===== config.mk =====
export PLATFORM = sky130hd
export DESIGN_NAME = cpu_controller_flat
export DESIGN_NICKNAME = d
export VERILOG_FILES = /design/src/rtl/cpu_controller_if.sv /design/src/rtl/cpu_controller.sv /design/src/flat_wrapper.sv
export SDC_FILE = /design/constraint.sdc
export NUM_CORES = 1
export LEC_CHECK = 0
export CORE_AREA = 4 4 84 86
export DETAILED_ROUTE_END_ITERATION = 12
export DIE_AREA = 0 0 88 90
export HOLD_SLACK_MARGIN = 0.1
export SYNTH_ARGS = -nofsm -noshare
export SYNTH_HDL_FRONTEND = slang
export SYNTH_SLANG_ARGS = --single-unit

===== constraint.sdc =====
create_clock -name clk -period 3.8 [get_ports clk]
set_clock_uncertainty 0.05 [all_clocks]
set_input_delay 0.76 -clock clk [delete_from_list [all_inputs] [get_ports clk]]
set_output_delay 0.76 -clock clk [all_outputs]
set_load 0.01 [all_outputs]

===== src/rtl/cpu_controller_if.sv =====
// rtl/cpu_controller_if.sv - control bundle between the CPU controller, instruction ROM, data memory and datapath
// master = controller side; slave = ROM/datapath/data-memory side.
interface cpu_controller_if #(
  parameter int PC_W = 8,
  parameter int DA_W = 8
);
  logic [15:0]     I_data;
  logic [15:0]     Rp_data;
  logic [PC_W-1:0] I_addr;
  logic            I_rd;
  logic [DA_W-1:0] D_addr;
  logic            D_rd;
  logic            D_wr;
  logic            RF_s;
  logic [3:0]      RF_W_addr;
  logic            RF_W_wr;
  logic [3:0]      RF_Rp_addr;
  logic            RF_Rp_rd;
  logic [3:0]      RF_Rq_addr;
  logic            RF_Rq_rd;
  logic            alu_s0;
  logic            halted;
  logic            illegal;

  modport master (
    input  I_data, Rp_data,
    output I_addr, I_rd, D_addr, D_rd, D_wr, RF_s, RF_W_addr, RF_W_wr,
           RF_Rp_addr, RF_Rp_rd, RF_Rq_addr, RF_Rq_rd, alu_s0, halted, illegal
  );

  modport slave (
    output I_data, Rp_data,
    input  I_addr, I_rd, D_addr, D_rd, D_wr, RF_s, RF_W_addr, RF_W_wr,
           RF_Rp_addr, RF_Rp_rd, RF_Rq_addr, RF_Rq_rd, alu_s0, halted, illegal
  );
endinterface


===== src/rtl/cpu_controller.sv =====
// rtl/cpu_controller.sv - fetch/decode/execute control unit for the 16-bit single-cycle-datapath CPU
// Every instruction is FETCH, DECODE, execute; outputs are Moore-decoded from state and IR.
module cpu_controller #(
  parameter int PC_W = 8,
  parameter int DA_W = 8
) (
  input  logic             clk,
  input  logic             rst,
  cpu_controller_if.master bus
);

  typedef enum logic [3:0] {
    S_INIT,
    S_FETCH,
    S_DECODE,
    S_LOAD,
    S_STORE,
    S_ADD,
    S_SUB,
    S_JMPZ,
    S_HALT
  } state_e;

  localparam logic [PC_W-1:0] PC_ONE = PC_W'(1);

  state_e          state_q, state_d;
  logic [PC_W-1:0] pc_q, pc_d;
  logic [15:0]     ir_q, ir_d;
  logic            illegal_q, illegal_d;

  logic [3:0]      opcode;
  logic [3:0]      rd_f, rs_f, rt_f;
  logic [PC_W-1:0] off_ext;

  logic [PC_W-1:0] i_addr;
  logic            i_rd;
  logic [DA_W-1:0] d_addr;
  logic            d_rd, d_wr;
  logic            rf_s;
  logic [3:0]      rf_w_addr, rf_rp_addr, rf_rq_addr;
  logic            rf_w_wr, rf_rp_rd, rf_rq_rd;
  logic            alu_s0;
  logic            halted;

  assign opcode  = ir_q[15:12];
  assign rd_f    = ir_q[11:8];
  assign rs_f    = ir_q[7:4];
  assign rt_f    = ir_q[3:0];
  assign off_ext = PC_W'($signed(ir_q[7:0]));

  always_ff @(posedge clk) begin
    if (!rst) begin
      state_q   <= S_INIT;
      pc_q      <= '0;
      ir_q      <= '0;
      illegal_q <= 1'b0;
    end else begin
      state_q   <= state_d;
      pc_q      <= pc_d;
      ir_q      <= ir_d;
      illegal_q <= illegal_d;
    end
  end

  always_comb begin
    state_d    = state_q;
    pc_d       = pc_q;
    ir_d       = ir_q;
    illegal_d  = illegal_q;
    i_addr     = '0;
    i_rd       = 1'b0;
    d_addr     = '0;
    d_rd       = 1'b0;
    d_wr       = 1'b0;
    rf_s       = 1'b0;
    rf_w_addr  = '0;
    rf_w_wr    = 1'b0;
    rf_rp_addr = '0;
    rf_rp_rd   = 1'b0;
    rf_rq_addr = '0;
    rf_rq_rd   = 1'b0;
    alu_s0     = 1'b0;
    halted     = 1'b0;

    case (state_q)
      S_INIT: state_d = S_FETCH;
      S_FETCH: begin
        i_addr  = pc_q;
        i_rd    = 1'b1;
        ir_d    = bus.I_data;
        pc_d    = pc_q + PC_ONE;
        state_d = S_DECODE;
      end
      S_DECODE: begin
        case (opcode)
          4'h0:    state_d = S_LOAD;
          4'h1:    state_d = S_STORE;
          4'h2:    state_d = S_ADD;
          4'h3:    state_d = S_SUB;
          4'h5:    state_d = S_JMPZ;
          4'hF:    state_d = S_HALT;
          default: begin
            illegal_d = 1'b1;
            state_d   = S_HALT;
          end
        endcase
      end
      S_LOAD: begin
        d_addr    = ir_q[DA_W-1:0];
        d_rd      = 1'b1;
        rf_s      = 1'b1;
        rf_w_addr = rd_f;
        rf_w_wr   = 1'b1;
        state_d   = S_FETCH;
      end
      S_STORE: begin
        d_addr     = ir_q[DA_W-1:0];
        d_wr       = 1'b1;
        rf_rp_addr = rd_f;
        rf_rp_rd   = 1'b1;
        state_d    = S_FETCH;
      end
      S_ADD, S_SUB: begin
        rf_rp_addr = rs_f;
        rf_rp_rd   = 1'b1;
        rf_rq_addr = rt_f;
        rf_rq_rd   = 1'b1;
        rf_w_addr  = rd_f;
        rf_w_wr    = 1'b1;
        alu_s0     = (state_q == S_SUB);
        state_d    = S_FETCH;
      end
      S_JMPZ: begin
        rf_rp_addr = rd_f;
        rf_rp_rd   = 1'b1;
        // pc_q already points past the JMPZ, so step back to its own address first
        if (bus.Rp_data == 16'h0000) pc_d = pc_q - PC_ONE + off_ext;
        state_d    = S_FETCH;
      end
      S_HALT: halted = 1'b1;
      default: state_d = S_INIT;
    endcase
  end

  assign bus.I_addr     = i_addr;
  assign bus.I_rd       = i_rd;
  assign bus.D_addr     = d_addr;
  assign bus.D_rd       = d_rd;
  assign bus.D_wr       = d_wr;
  assign bus.RF_s       = rf_s;
  assign bus.RF_W_addr  = rf_w_addr;
  assign bus.RF_W_wr    = rf_w_wr;
  assign bus.RF_Rp_addr = rf_rp_addr;
  assign bus.RF_Rp_rd   = rf_rp_rd;
  assign bus.RF_Rq_addr = rf_rq_addr;
  assign bus.RF_Rq_rd   = rf_rq_rd;
  assign bus.alu_s0     = alu_s0;
  assign bus.halted     = halted;
  assign bus.illegal    = illegal_q;

endmodule


===== src/flat_wrapper.sv =====
// flat-port wrapper written by rule: the top's interface ports become plain ports
module cpu_controller_flat 
#(
  parameter int PC_W = 8,
  parameter int DA_W = 8
)
  (clk, rst, bus_I_data, bus_Rp_data, bus_I_addr, bus_I_rd, bus_D_addr, bus_D_rd, bus_D_wr, bus_RF_s, bus_RF_W_addr, bus_RF_W_wr, bus_RF_Rp_addr, bus_RF_Rp_rd, bus_RF_Rq_addr, bus_RF_Rq_rd, bus_alu_s0, bus_halted, bus_illegal);
  cpu_controller_if #(.PC_W(PC_W), .DA_W(DA_W)) bus_i ();
  input  logic clk;
  input  logic rst;
  input wire logic [$bits(bus_i.I_data)-1:0] bus_I_data;
  input wire logic [$bits(bus_i.Rp_data)-1:0] bus_Rp_data;
  output wire logic [$bits(bus_i.I_addr)-1:0] bus_I_addr;
  output wire logic [$bits(bus_i.I_rd)-1:0] bus_I_rd;
  output wire logic [$bits(bus_i.D_addr)-1:0] bus_D_addr;
  output wire logic [$bits(bus_i.D_rd)-1:0] bus_D_rd;
  output wire logic [$bits(bus_i.D_wr)-1:0] bus_D_wr;
  output wire logic [$bits(bus_i.RF_s)-1:0] bus_RF_s;
  output wire logic [$bits(bus_i.RF_W_addr)-1:0] bus_RF_W_addr;
  output wire logic [$bits(bus_i.RF_W_wr)-1:0] bus_RF_W_wr;
  output wire logic [$bits(bus_i.RF_Rp_addr)-1:0] bus_RF_Rp_addr;
  output wire logic [$bits(bus_i.RF_Rp_rd)-1:0] bus_RF_Rp_rd;
  output wire logic [$bits(bus_i.RF_Rq_addr)-1:0] bus_RF_Rq_addr;
  output wire logic [$bits(bus_i.RF_Rq_rd)-1:0] bus_RF_Rq_rd;
  output wire logic [$bits(bus_i.alu_s0)-1:0] bus_alu_s0;
  output wire logic [$bits(bus_i.halted)-1:0] bus_halted;
  output wire logic [$bits(bus_i.illegal)-1:0] bus_illegal;
  assign bus_i.I_data = bus_I_data;
  assign bus_i.Rp_data = bus_Rp_data;
  assign bus_I_addr = bus_i.I_addr;
  assign bus_I_rd = bus_i.I_rd;
  assign bus_D_addr = bus_i.D_addr;
  assign bus_D_rd = bus_i.D_rd;
  assign bus_D_wr = bus_i.D_wr;
  assign bus_RF_s = bus_i.RF_s;
  assign bus_RF_W_addr = bus_i.RF_W_addr;
  assign bus_RF_W_wr = bus_i.RF_W_wr;
  assign bus_RF_Rp_addr = bus_i.RF_Rp_addr;
  assign bus_RF_Rp_rd = bus_i.RF_Rp_rd;
  assign bus_RF_Rq_addr = bus_i.RF_Rq_addr;
  assign bus_RF_Rq_rd = bus_i.RF_Rq_rd;
  assign bus_alu_s0 = bus_i.alu_s0;
  assign bus_halted = bus_i.halted;
  assign bus_illegal = bus_i.illegal;
  cpu_controller #(.PC_W(PC_W), .DA_W(DA_W)) u_core (.clk(clk), .rst(rst), .bus(bus_i));
endmodule

-- After elaboration in Yosys (flattened, before gate mapping)
Cells that the tools add are included.
- add/sub/neg operators: 3
- $mul: 0
- divide/modulo/power cells: 0
- $lt $le $gt $ge: 0
- equal/unequal tests: 14
- shift operators: 0
- muxes and demuxes: 17
- bitwise operators: 1
- reduce and logical (&&, ||, !) cells: 13
- operator list (cell ; count):
    $mux W8 ; 3
    $eq A4 B3 Y1 const B ; 5
    $pmux W4 S5 ; 1
    $eq A4 B2 Y1 const B ; 4
    $logic_not A16 Y1 ; 1
    $pmux W4 S4 ; 1
    $pmux W8 S2 ; 1
    $reduce_or A6 Y1 ; 2
    $add A8 B1 Y8 const B ; 1
    $add A8 B8 Y8 ; 1
    $eq A4 B1 Y1 const B ; 2
    $eq A4 B4 Y1 const B ; 2
    $logic_not A4 Y1 ; 2
    $mux W1 ; 8
    $mux W4 ; 2
    $pmux W4 S2 ; 1
    $sub A8 B1 Y8 const B ; 1
    $reduce_or A2 Y1 ; 3
    $reduce_and A2 Y1 ; 2
    $reduce_or A4 Y1 ; 1
    $reduce_or A3 Y1 ; 1
    $ne A2 B1 Y1 const B ; 1
    $reduce_bool A2 Y1 ; 1
    $not A1 Y1 ; 1
- flip-flop bits (word level): 29
- latch bits: 0
- RAM bits: 0
- ROM bits: 0
- input bits: 34
- output and inout port bits: 38
- logic and storage cells: 52
- memories: 0

-- Longest topological paths before layout
- depth after elaboration: 4
- gate-level depth with buffers: 10
- mapped depth without buffers: 10

-- Worst setup path after synthesis
No wires, ideal clock.
- kind: flip-flop to output port
- start point: register u_core.state_q[1]
- end point: output port bus_I_addr[7]
- arrival: 1484 ps
- data required time: 2990 ps
- setup slack: 1506 ps
- cell stages (with the launch flop): 7
- buffers on the path: 3
- cells stage by stage: dfxtp_1 buf_6 or4b_4 buf_6 inv_2 buf_2 and2_1
- word-level cells in the longest chain between the ends: 2
- ends and longest elaborated chain (element ; RTL line ; RTL):
    start, declared ; cpu_controller.sv:26 ; state_e state_q, state_d;
    start signal, assigned ; cpu_controller.sv:58 ; state_q <= state_d;
    $eq A4 B1 Y1 ; cpu_controller.sv:85 ; case (state_q)
    $mux W8 ; cpu_controller.sv:85 ;
    end, declared ; flat_wrapper.sv:13 ; output wire logic [$bits(bus_i.I_addr)-1:0] bus_I_addr;
Every way passes these cells.

-- Worst setup path after layout
- start point: register u_core.state_q[0]
- end point: output port bus_RF_W_addr[3]
- word-level cells in the longest chain between the ends: 3
- elaborated cells between the ends (all ways): 5
- those cells by class: eq/ne (3); mux (1); reduce/logical (1)
- ends and longest elaborated chain (element ; RTL line ; RTL):
    $eq A4 B2 Y1 or $eq A4 B3 Y1 (tied branches) ; cpu_controller.sv:85 ;
    $reduce_or A3 Y1 (no source line) (*) ; - ;
    $mux W4 (*) ; cpu_controller.sv:85 ;
    end, declared ; flat_wrapper.sv:19 ; output wire logic [$bits(bus_i.RF_W_addr)-1:0] bus_RF_W_addr;
Mark *: on every way between the ends. The rest lies on a longest branch, timed or not.

==> metrics.cfg <==
[sta]
relSlewSlack_pct = 30.6
rsz0062_at_grt = false
finalCriticalPeriod_ns = 3.24
finalSetupViolations = 0
post-route-period-util_pct = 85.2
hold_viol = 0
tightest_slew_ns = 1.04
setup-tns-final_ns = 0
fmax_mhz = 309
holdWs_ns = 0.433
slew_viol_final = 0

[die]
die_area_mm2 = 0.00792
num_io_pins = 72
initial_core_util_pct = 33.7
die_h_um = 90
core_mm2 = 0.00628
num_rows = 29
fp.dieW_um = 88

[logic_synthesis]
syn_inst = 281
ys_ff_latch = 29
synth_top_area_share_pct = 27.4
synth_top_area_cell = dfxtp_1
synth.area.top_cells = dfxtp_1 (27%), ha_1 (8.3%), nand2_1 (7.6%), a21boi_0 (6.4%), inv_1 (4.8%)
yosysUniqueCellTypes = 49
synth_commonest_cells = nand2_1 (43), dfxtp_1 (29), inv_1 (27), nor2_1 (21), a21boi_0 (18)
ys_async_sr_fraction_pct = 0
synth_edf_count = 0
ys_seq_area_share_pct = 27.4
avgSynthCellArea_um2 = 7.53
synth_nets = 330
syn-cell-area_mm2 = 0.00212
yosysWarnings = 0
ys.flop_type = dfxtp_1
synth.most_common_cell = nand2_1

[layout]
num_antenna_cells = 0
fillers = 634
drive_gt1_share_pct = 5.22
synthToLayoutAreaGrowth_pct = 39.9
nets = 393
final_area_mm2 = 0.00296

[place]
place_hpwl_mm = 4.23
placed_area_mm2 = 0.00284
place_congestion = 0.730
numPortBuffers = 71

[cts]
cts_buffers = 5
clock-sinks = 29
cts.repair.resized = 0
cts_tree = done
clock_latency_ns = 0.28
ctsHtreeMaxLevel = 2
cts_root_buf = clkbuf_8
path_clk_slew_ns = 0.07
hold_buffers = 0
cts_setup_buffers = 0
cts_max_path_buffers = 2

[detailed_routing]
final_antenna_net_count = 0
first_iter_violations = 69
viasPerCell = 4.86
drtPass1Iterations = 5
routed_wl_mm = 5.59
wire_per_inst_um = 13.2
drcViolationCount = 0
via_count = 2050

[grt]
grt_pass1_vias = 1929
antenna_found_initial = 0
overflow = 0
grt_max_degree = 32
grt_usage_pct = 14.4
grt_pass1_wl_mm = 9.20

[pwr]
power.static_leakage_nw = 1.15
ir_drop_v = 0.000251
powerDensity_mw_per_mm2 = 539

[critical_path]
criticalPathCategory = reg2out
end_kind = output pin
cp.required_ns = 2.99
worstPathMaxFanout = 14
startpoint_type = register
cp_data_arrival_time_ns = 2.43
reg2reg_depth = 10

[run]
cap_violations = 0

[min_path]
whs_path_depth = 2
worstHoldPathType = reg2reg

[outcome]
status = finished clean

## worst max-delay path, cell delays in order (launching register included)
cell,delay [ns]
dfxtp_1,0.55
xnor2_1,0.12
buf_4,0.19
nand2b_1,0.15
a21oi_1,0.39
and2_1,0.21
clkdlybuf4s50_1,0.54
## sequential cells by signal (all words and copies together) (netlist names)
signal,count
u_core.ir_q,16
u_core.pc_q,8
u_core.bus.illegal,1
u_core.state_q,4
## layout make-up
class | instances | area (µm²) | area share, %
multi-input cells | 207 | 1340 | 45.1
clock buffers | 7 | 86.3 | 2.92
repair buffers | 73 | 726 | 24.5
clock inverters | 1 | 30.0 | 1.01
inverters | 28 | 105 | 3.55
well taps | 77 | 96.3 | 3.25
flip-flops and latches | 29 | 581 | 19.6
## per-stage QoR
| step | power [W] | utilization (%) | instances | setup slack [ns] |
|---|---|---|---|---|
| 6_report | 0.00160 | 47.2 | 422 | 0.564 |
| 5_1_grt | 0.00175 | 47.2 | 422 | 0.374 |
| 4_1_cts | 0.00161 | 47.2 | 422 | 0.558 |
| 3_5_place_dp | 0.00127 | 45.3 | 414 | 0.890 |
| 3_3_place_gp | 0.00126 | 45.3 | 414 | 0.927 |
| 2_1_floorplan | 0.00105 | - | 281 | 1.51 |
## logic make-up (layout without fill, tap and decap cells)
kind of cell	after synthesis	after routing	synth area share (%)
AOI/OAI and AO/OA	58	58	19.6
adders and majority gates	15	15	9.23
muxes	1	1	0.473
and+or+nand+nor	127	127	31.4
xor gates and xnor gates	6	6	2.48
DFF	29	29	27.4
buffers and inverters	45	109	9.40
## placed cells by master (no fill, tap or decap), types with 3 or more instances in the layout
| cell | instances |
|---|---|
| clkbuf_8 | 6 |
| nand3_1 | 7 |
| a21oi_1 | 13 |
| nor3b_1 | 6 |
| inv_1 | 27 |
| o21ai_0 | 7 |
| a211oi_1 | 4 |
| nand2_1 | 43 |
| o22ai_1 | 3 |
| nor2_1 | 21 |
| and3_1 | 4 |
| ha_1 | 14 |
| nand2b_1 | 5 |
| and2_1 | 14 |
| o211ai_1 | 3 |
| nor4_1 | 5 |
| nor3_1 | 6 |
| clkdlybuf4s50_1 | 71 |
| xnor2_1 | 4 |
| a21boi_0 | 18 |
| dfxtp_1 | 29 |
## metal layers
metal / vias up / part of all wire, % / track usage (%)
met5: - / 0 / 0
met4: 0 / 0.70 / 3.07
met3: 4 / 6.7 / 4.57
met2: 47 / 45 / 22.3
met1: 916 / 47 / 19.5
li1: 1083 / - / -
## worst paths after layout
path | from | end | slack (ns)
worst min-delay path | u_core.ir_q[0] | u_core.ir_q[0] | 0.43
worst min register to register | u_core.ir_q[0] | u_core.ir_q[0] | 0.43
worst max-delay path | u_core.state_q[0] | bus_RF_W_addr[3] | 0.56
worst max register to register | u_core.pc_q[1] | u_core.pc_q[7] | 1.33
## report_power, final
| part | switching, W | internal, W | total (W) |
|---|---|---|---|
| registers | 0.0000796 | 0.000371 | 0.000450 |
| logic | 0.000446 | 0.000365 | 0.000811 |
| clock network | 0.000120 | 0.000214 | 0.000334 |
(Power assumes the default switching activity.)
